File: config.mk
export PLATFORM = sky130hd
export DESIGN_NAME = clock_and_reset_monitor_flat
export DESIGN_NICKNAME = d
export VERILOG_FILES = /design/src/rtl/clock_and_reset_pkg.sv /design/src/rtl/clock_and_reset_monitor_if.sv /design/src/rtl/clock_timeout_counter.sv /design/src/rtl/clock_and_reset_monitor.sv /design/src/flat_wrapper.sv
export SDC_FILE = /design/constraint.sdc
export NUM_CORES = 1
export LEC_CHECK = 0
export BUFFER_PORTS_ARGS = -buffer_cell sky130_fd_sc_hd__buf_2
export CAP_MARGIN = 20
export CELL_PAD_IN_SITES_DETAIL_PLACEMENT = 0
export CELL_PAD_IN_SITES_GLOBAL_PLACEMENT = 1
export CORE_AREA = 5 5 131 133
export CTS_CLUSTER_SIZE = 10
export DETAILED_ROUTE_END_ITERATION = 12
export DIE_AREA = 0 0 136 138
export GPL_TIMING_DRIVEN = 0
export MAX_ROUTING_LAYER = met4
export PLACE_DENSITY_LB_ADDON = 0.1
export REMOVE_ABC_BUFFERS = 1
export SYNTH_ARGS = -nofsm -noshare
export SYNTH_HDL_FRONTEND = slang
export SYNTH_SLANG_ARGS = --single-unit
File: constraint.sdc
create_clock -name clock -period 5.4 [get_ports clock]
set_input_delay 1.08 -clock clock [delete_from_list [all_inputs] [get_ports clock]]
set_output_delay 1.08 -clock clock [all_outputs]
set_load 0.01 [all_outputs]
File: src/rtl/clock_and_reset_pkg.sv
// Shared types and helpers for the clock/reset monitor: measurement FSM states
// and a width-bounded saturating increment.
package clock_and_reset_pkg;

   typedef enum logic [1:0] {
      WAIT_RST = 2'd0,
      IN_RST   = 2'd1,
      POST_RST = 2'd2
   } mon_state_e;

   localparam int SAT_MAX_W = 64;

   // Increments v, but holds at 2^w-1; callers truncate the result to w bits.
   function automatic logic [SAT_MAX_W-1:0] sat_inc(input logic [SAT_MAX_W-1:0] v,
                                                    input int unsigned w);
      logic [SAT_MAX_W-1:0] max_v;
      max_v = (SAT_MAX_W'(1) << w) - SAT_MAX_W'(1);
      return (v >= max_v) ? max_v : v + SAT_MAX_W'(1);
   endfunction

endpackage

File: src/rtl/clock_and_reset_monitor_if.sv
// Observed-reset input plus timeout control/status and reset-measurement results
// for the clock_and_reset_monitor.
interface clock_and_reset_monitor_if #(parameter int CNT_W = 32);
   logic             mon_reset_n;
   logic             tmo_load;
   logic [CNT_W-1:0] tmo_count;
   logic             tmo_cancel;
   logic             tmo_busy;
   logic [CNT_W-1:0] tmo_remaining;
   logic             tmo_expired;
   logic             tmo_toggle;
   logic [CNT_W-1:0] rst_len;
   logic             rst_len_valid;
   logic             rst_short_err;
   logic             rst_seen;
   logic [CNT_W-1:0] cycles_since_rst;

   modport master (
      output mon_reset_n, tmo_load, tmo_count, tmo_cancel,
      input  tmo_busy, tmo_remaining, tmo_expired, tmo_toggle,
      input  rst_len, rst_len_valid, rst_short_err, rst_seen, cycles_since_rst
   );

   modport slave (
      input  mon_reset_n, tmo_load, tmo_count, tmo_cancel,
      output tmo_busy, tmo_remaining, tmo_expired, tmo_toggle,
      output rst_len, rst_len_valid, rst_short_err, rst_seen, cycles_since_rst
   );
endinterface

File: src/rtl/clock_timeout_counter.sv
// Programmable cycle-count timeout: load/cancel control, remaining count,
// one-cycle expiry pulse and an expiry toggle for cross-domain style signalling.
module clock_timeout_counter #(
   parameter int CNT_W = 32
) (
   input  logic             clock,
   input  logic             reset,
   input  logic             i_tmo_load,
   input  logic [CNT_W-1:0] i_tmo_count,
   input  logic             i_tmo_cancel,
   output logic             o_tmo_busy,
   output logic [CNT_W-1:0] o_tmo_remaining,
   output logic             o_tmo_expired,
   output logic             o_tmo_toggle
);

   logic             r_busy;
   logic [CNT_W-1:0] r_remaining;
   logic             r_expired;
   logic             r_toggle;

   always_ff @(posedge clock) begin
      if (reset) begin
         r_busy      <= 1'b0;
         r_remaining <= '0;
         r_expired   <= 1'b0;
         r_toggle    <= 1'b0;
      end else begin
         r_expired <= 1'b0;
         // Load outranks both cancel and the final decrement step.
         if (i_tmo_load) begin
            r_remaining <= i_tmo_count;
            if (i_tmo_count == '0) begin
               r_busy    <= 1'b0;
               r_expired <= 1'b1;
               r_toggle  <= ~r_toggle;
            end else begin
               r_busy <= 1'b1;
            end
         end else if (i_tmo_cancel) begin
            r_busy      <= 1'b0;
            r_remaining <= '0;
         end else if (r_busy) begin
            r_remaining <= r_remaining - CNT_W'(1);
            if (r_remaining == CNT_W'(1)) begin
               r_busy    <= 1'b0;
               r_expired <= 1'b1;
               r_toggle  <= ~r_toggle;
            end
         end
      end
   end

   assign o_tmo_busy      = r_busy;
   assign o_tmo_remaining = r_remaining;
   assign o_tmo_expired   = r_expired;
   assign o_tmo_toggle    = r_toggle;

endmodule

File: src/rtl/clock_and_reset_monitor.sv
// Receiving end of the generated clock/reset: measures observed reset pulses,
// tracks cycles since release and hosts the programmable timeout counter.
module clock_and_reset_monitor
   import clock_and_reset_pkg::*;
#(
   parameter int          CNT_W            = 32,
   parameter int unsigned MIN_RESET_CYCLES = 2
) (
   input logic                      clock,
   input logic                      reset,
   clock_and_reset_monitor_if.slave bus
);

   mon_state_e       r_state;
   logic             r_mon_q;
   logic [CNT_W-1:0] r_len;
   logic [CNT_W-1:0] r_rst_len;
   logic             r_rst_len_valid;
   logic             r_rst_short_err;
   logic             r_rst_seen;
   logic [CNT_W-1:0] r_cycles_since_rst;
   logic             w_fall;

   // A low sample following a high one starts a fresh measurement from any state.
   assign w_fall = r_mon_q && !bus.mon_reset_n;

   always_ff @(posedge clock) begin
      if (reset) begin
         r_state            <= WAIT_RST;
         r_mon_q            <= 1'b1;
         r_len              <= '0;
         r_rst_len          <= '0;
         r_rst_len_valid    <= 1'b0;
         r_rst_short_err    <= 1'b0;
         r_rst_seen         <= 1'b0;
         r_cycles_since_rst <= '0;
      end else begin
         r_mon_q         <= bus.mon_reset_n;
         r_rst_len_valid <= 1'b0;
         if (w_fall) begin
            r_state <= IN_RST;
            r_len   <= CNT_W'(1);
         end else begin
            case (r_state)
               IN_RST: begin
                  if (!bus.mon_reset_n) begin
                     r_len <= CNT_W'(sat_inc(SAT_MAX_W'(r_len), CNT_W));
                  end else begin
                     r_state            <= POST_RST;
                     r_rst_len          <= r_len;
                     r_rst_len_valid    <= 1'b1;
                     r_rst_seen         <= 1'b1;
                     r_cycles_since_rst <= '0;
                     r_rst_short_err    <= r_rst_short_err |
                                           (r_len < CNT_W'(MIN_RESET_CYCLES));
                  end
               end
               POST_RST: begin
                  r_cycles_since_rst <=
                     CNT_W'(sat_inc(SAT_MAX_W'(r_cycles_since_rst), CNT_W));
               end
               WAIT_RST: ;
               default: r_state <= WAIT_RST;
            endcase
         end
      end
   end

   assign bus.rst_len          = r_rst_len;
   assign bus.rst_len_valid    = r_rst_len_valid;
   assign bus.rst_short_err    = r_rst_short_err;
   assign bus.rst_seen         = r_rst_seen;
   assign bus.cycles_since_rst = r_cycles_since_rst;

   clock_timeout_counter #(.CNT_W(CNT_W)) u_tmo (
      .clock           (clock),
      .reset           (reset),
      .i_tmo_load      (bus.tmo_load),
      .i_tmo_count     (bus.tmo_count),
      .i_tmo_cancel    (bus.tmo_cancel),
      .o_tmo_busy      (bus.tmo_busy),
      .o_tmo_remaining (bus.tmo_remaining),
      .o_tmo_expired   (bus.tmo_expired),
      .o_tmo_toggle    (bus.tmo_toggle)
   );

endmodule

File: src/flat_wrapper.sv
// flat-port wrapper written by rule: the top's interface ports become plain ports
module clock_and_reset_monitor_flat import clock_and_reset_pkg::*;
#(
   parameter int          CNT_W            = 32,
   parameter int unsigned MIN_RESET_CYCLES = 2
)
  (clock, reset, bus_mon_reset_n, bus_tmo_load, bus_tmo_count, bus_tmo_cancel, bus_tmo_busy, bus_tmo_remaining, bus_tmo_expired, bus_tmo_toggle, bus_rst_len, bus_rst_len_valid, bus_rst_short_err, bus_rst_seen, bus_cycles_since_rst);
  clock_and_reset_monitor_if #(.CNT_W(CNT_W)) bus_i ();
  input logic clock;
  input logic reset;
  input wire logic [$bits(bus_i.mon_reset_n)-1:0] bus_mon_reset_n;
  input wire logic [$bits(bus_i.tmo_load)-1:0] bus_tmo_load;
  input wire logic [$bits(bus_i.tmo_count)-1:0] bus_tmo_count;
  input wire logic [$bits(bus_i.tmo_cancel)-1:0] bus_tmo_cancel;
  output wire logic [$bits(bus_i.tmo_busy)-1:0] bus_tmo_busy;
  output wire logic [$bits(bus_i.tmo_remaining)-1:0] bus_tmo_remaining;
  output wire logic [$bits(bus_i.tmo_expired)-1:0] bus_tmo_expired;
  output wire logic [$bits(bus_i.tmo_toggle)-1:0] bus_tmo_toggle;
  output wire logic [$bits(bus_i.rst_len)-1:0] bus_rst_len;
  output wire logic [$bits(bus_i.rst_len_valid)-1:0] bus_rst_len_valid;
  output wire logic [$bits(bus_i.rst_short_err)-1:0] bus_rst_short_err;
  output wire logic [$bits(bus_i.rst_seen)-1:0] bus_rst_seen;
  output wire logic [$bits(bus_i.cycles_since_rst)-1:0] bus_cycles_since_rst;
  assign bus_i.mon_reset_n = bus_mon_reset_n;
  assign bus_i.tmo_load = bus_tmo_load;
  assign bus_i.tmo_count = bus_tmo_count;
  assign bus_i.tmo_cancel = bus_tmo_cancel;
  assign bus_tmo_busy = bus_i.tmo_busy;
  assign bus_tmo_remaining = bus_i.tmo_remaining;
  assign bus_tmo_expired = bus_i.tmo_expired;
  assign bus_tmo_toggle = bus_i.tmo_toggle;
  assign bus_rst_len = bus_i.rst_len;
  assign bus_rst_len_valid = bus_i.rst_len_valid;
  assign bus_rst_short_err = bus_i.rst_short_err;
  assign bus_rst_seen = bus_i.rst_seen;
  assign bus_cycles_since_rst = bus_i.cycles_since_rst;
  clock_and_reset_monitor #(.CNT_W(CNT_W), .MIN_RESET_CYCLES(MIN_RESET_CYCLES)) u_core (.clock(clock), .reset(reset), .bus(bus_i));
endmodule
==> impl_metrics.csv <==
group,metric,value,unit
clocking,clk-insertion-delay-late,0.42,ns
setup_path,crit_fanout,16,
drt,vias,6887,
logic_synthesis,synth_top_cell_by_area,"dfxtp_1",
clocking,clockBufferDepth,2,
flow_run,max_cap_violations,0,
floorplanning,die_h,138,µm
sta,fin_crit_sh,57.7,%
logic_synthesis,synthArstFlopShare,0,%
placed_design,io_buffers,138,
placed_design,dpl_cell_area,7570,µm²
setup_path,critical_path_class,"in -> reg",
clocking,postCtsSetupRepairBufs,0,
drt,top_layer_used,"met4",
drt,route.met3.wl,1260,µm
clocking,htreeDepth,4,
placed_design,hpwl,13900,µm
setup_path,r2r_start,"u_core.bus.cycles_since_rst[0]$_SDFFE_PP0P_",
floorplanning,placement_rows,46,
setup_path,r2r-end,"u_core.bus.cycles_since_rst[25]$_SDFFE_PP0P_",
floorplanning,core_area,15700,µm²
worst_hold_path,hold_path_class,"reg -> reg",
drt,detail-route-antenna-nets,0,
finish,num_antenna_cells,0,
setup_path,endpoint_kind,"register",
grt,grt_overflow,0,
floorplanning,ios,139,
logic_synthesis,synth.area.top_cells,"dfxtp_1 41%, a21oi_1 7.7%, nand2_1 7.2%, nand4_1 3.6%, xor2_1 3.1%",
grt,grt_pass1_vias,6494,
sta,hold_slack,0.449,ns
setup_path,cp_cell_sequence,"buf_2 -> or3b_2 -> nor3_2 -> nand4_1 -> buf_8 -> a21oi_1",
clocking,cts_made_buffers,17,
setup_path,crit_buf_inv,2,
setup_path,crit_family,"simple AND/OR/NAND/NOR gates",
outcome,outcome,"finished clean",
sta,min_period,3.11,ns
logic_synthesis,synth_top_area_share,41.0,%
logic_synthesis,netlist_area,6700,µm²
logic_synthesis,synth_edf_count,0,
setup_path,start_kind,"input port",
sta,hold_viol,0,
floorplanning,start_util,42.6,%
sta,fin_skew,0.00851,ns
finish,final_nets,995,
setup_path,crit_arrival,3.46,ns
worst_hold_path,worstHoldStart,"u_core.bus.rst_len[2]$_SDFFE_PP0P_",
finish,fin_util,52.6,%
logic_synthesis,yosysWarnings,0,
setup_path,crit_path_max_incr_delay,0.67,ns
drt,avgRoutedWirePerCell,16.8,µm
drt,wl_met2,8960,µm
logic_synthesis,ys_seq_area_share,41.0,%
finish,fin_area,8270,µm²
floorplanning,dieArea,18800,µm²
clocking,post_cts_resized,0,
placed_design,routabilityCongestion,0.891,
logic_synthesis,ys_types,58,
drt,drtIter0Drc,459,
clocking,cts_hold_buffers,0,
setup_path,critPathSlowestCell,"nor3_2",
pwr,ir_drop,0.000222,V
logic_synthesis,avgSynthCellArea,8.02,µm²
grt,antenna_found_initial,0,
logic_synthesis,ys_ff_latch,137,
floorplanning,die_w,136,µm
logic_synthesis,ys.flop_type,"dfxtp_1",
drt,met1_length,9350,µm
setup_path,crit_start,"bus_mon_reset_n",
drt,wl,19900,µm
drt,drc,0,
pwr,cellLeakagePower,0.00315,µW
logic_synthesis,syn_inst,835,
sta,slew_violations,0,
grt,grt_max_degree,65,
pwr,total_power,2610,µW
sta,rsz0062_at_grt,"false",
clocking,clk_pin_slew,0.06,ns
finish,drive_above_1_share,22.0,%
clocking,clock_sinks,137,
grt,grt_usage,21.4,%
sta,setup_viol_count_final,0,
clocking,cts-root-buf,"clkbuf_16",
sta,fmaxAchievable,321,MHz
grt,grt_pass1_wl,32600,µm
sta,relSlewSlack,31.1,%
setup_path,reg2reg_depth,6,
sta,worstMarginPinSlew,1.02,ns
sta,setup-tns-final,0,ns
clocking,cts_tree,"done",
worst_hold_path,holdPathEnd,"u_core.bus.rst_len[2]$_SDFFE_PP0P_",
worst_hold_path,hold-path-cell-count,2,
finish,syn_to_final_growth,23.5,%
setup_path,critPathRequiredTime,5.74,ns
drt,dr.pass1.iters,5,
drt,viasPerCell,5.82,
pwr,power_density,315,nW/µm²
setup_path,ff2ff_setup_slack,2.30,ns
==> state kept, by name, indices dropped and copies added, names as in the netlist, 2 cells and up <==
name / count
u_core.u_tmo.o_tmo_remaining: 32
u_core.bus.rst_len: 32
u_core.bus.cycles_since_rst: 32
u_core.r_len: 32
u_core.r_state: 2
==> cell type report <==
cell class | instances | area, µm²
well taps | 216 | 270
clock inverters | 13 | 215
flip-flops and latches | 137 | 2740
clock buffers | 19 | 453
multi-input cells | 640 | 3740
fillers | 1537 | 7440
repair buffers | 148 | 811
inverters | 10 | 37.5
==> cells in the final DEF, fill, tap and decap left out, types with 4 or more instances in the layout <==
| cell type | instances |
|---|---|
| a311oi_1 | 4 |
| a32oi_1 | 4 |
| buf_2 | 138 |
| a22oi_1 | 8 |
| and2_1 | 4 |
| clkinv_4 | 4 |
| buf_8 | 4 |
| and4_1 | 7 |
| or3_1 | 13 |
| o31ai_1 | 5 |
| o211ai_1 | 6 |
| nand2_1 | 128 |
| clkbuf_16 | 17 |
| nand4_1 | 39 |
| a22o_1 | 10 |
| bufinv_16 | 5 |
| mux2_2 | 9 |
| xnor2_1 | 9 |
| and3_1 | 8 |
| a211oi_1 | 12 |
| nor4_1 | 27 |
| xor2_1 | 24 |
| a31oi_1 | 22 |
| inv_1 | 10 |
| or4_1 | 8 |
| nand3_1 | 27 |
| nand3b_1 | 5 |
| nor3_1 | 26 |
| or2_2 | 11 |
| ha_1 | 4 |
| nor3_2 | 4 |
| dfxtp_1 | 137 |
| a21oi_1 | 103 |
| o21ai_0 | 18 |
| nor2_1 | 54 |
==> per-stage QoR <==
step | worst slack (ns) | std cells
6_report | 2.29 | 1183
5_1_grt | 2.13 | 1183
4_1_cts | 1.91 | 1179
3_5_place_dp | 1.47 | 1147
3_3_place_gp | 1.52 | 1141
2_1_floorplan | 2.39 | 787
==> layer usage <==
layer  GRT usage, %  up-vias
li1               -     3359
met1           29.4     3282
met2           31.6      221
met3           4.21       25
met4           6.74        0
met5              -        -
==> cells in the mapped netlist (5+ instances only) <==
| master | number |
|---|---|
| a22oi_1 | 8 |
| a211oi_1 | 12 |
| xnor2_1 | 9 |
| a21oi_1 | 103 |
| a31oi_1 | 22 |
| buf_1 | 10 |
| nor3_1 | 28 |
| o31ai_1 | 5 |
| xor2_1 | 24 |
| or4_1 | 8 |
| nor2_1 | 54 |
| and3_1 | 8 |
| nand3_1 | 27 |
| clkbuf_1 | 34 |
| a22o_1 | 10 |
| or3_1 | 13 |
| mux2_2 | 9 |
| o211ai_1 | 6 |
| nand4_1 | 39 |
| dfxtp_1 | 137 |
| nand2_1 | 128 |
| or2_2 | 11 |
| nand3b_1 | 5 |
| o21ai_0 | 18 |
| nor4_1 | 27 |
| inv_1 | 10 |
| and4_1 | 7 |
==> tightest hold or removal path: stages, from the launching register on <==
cell and delay (ns):
dfxtp_1 0.30, nand2_1 0.05, a21oi_1 0.05
==> logic make-up after synthesis <==
kind of cell | count (synthesis) | share of synthesized area, %
simple gates | 382 | 29.5
compound gates | 209 | 19.2
flops | 137 | 41.0
buf+inv | 58 | 3.33
xor+xnor | 33 | 4.32
mux | 12 | 1.98
fa+ha+maj | 4 | 0.747
==> power by group <==
group / internal (µW) / switching (µW) / total, µW
sequential: 1030 / 26.7 / 1060
combinational: 86.7 / 153 / 240
clock: 849 / 463 / 1310
==> worst max path at each step <==
stage                                               endpoint  depth (start not counted)
2_1_floorplan                  u_core.r_len[31]$_SDFFE_PP0P_                          5
3_3_place_gp   u_core.u_tmo.o_tmo_remaining[18]$_SDFFE_PP0P_                          5
3_5_place_dp                   u_core.r_len[11]$_SDFFE_PP0P_                          5
4_1_cts                        u_core.r_len[11]$_SDFFE_PP0P_                          5
5_1_grt         u_core.bus.cycles_since_rst[17]$_SDFFE_PP0P_                          6
6_report                       u_core.r_len[13]$_SDFFE_PP0P_                          6
Note: power is estimated with default switching activity, not from simulation.
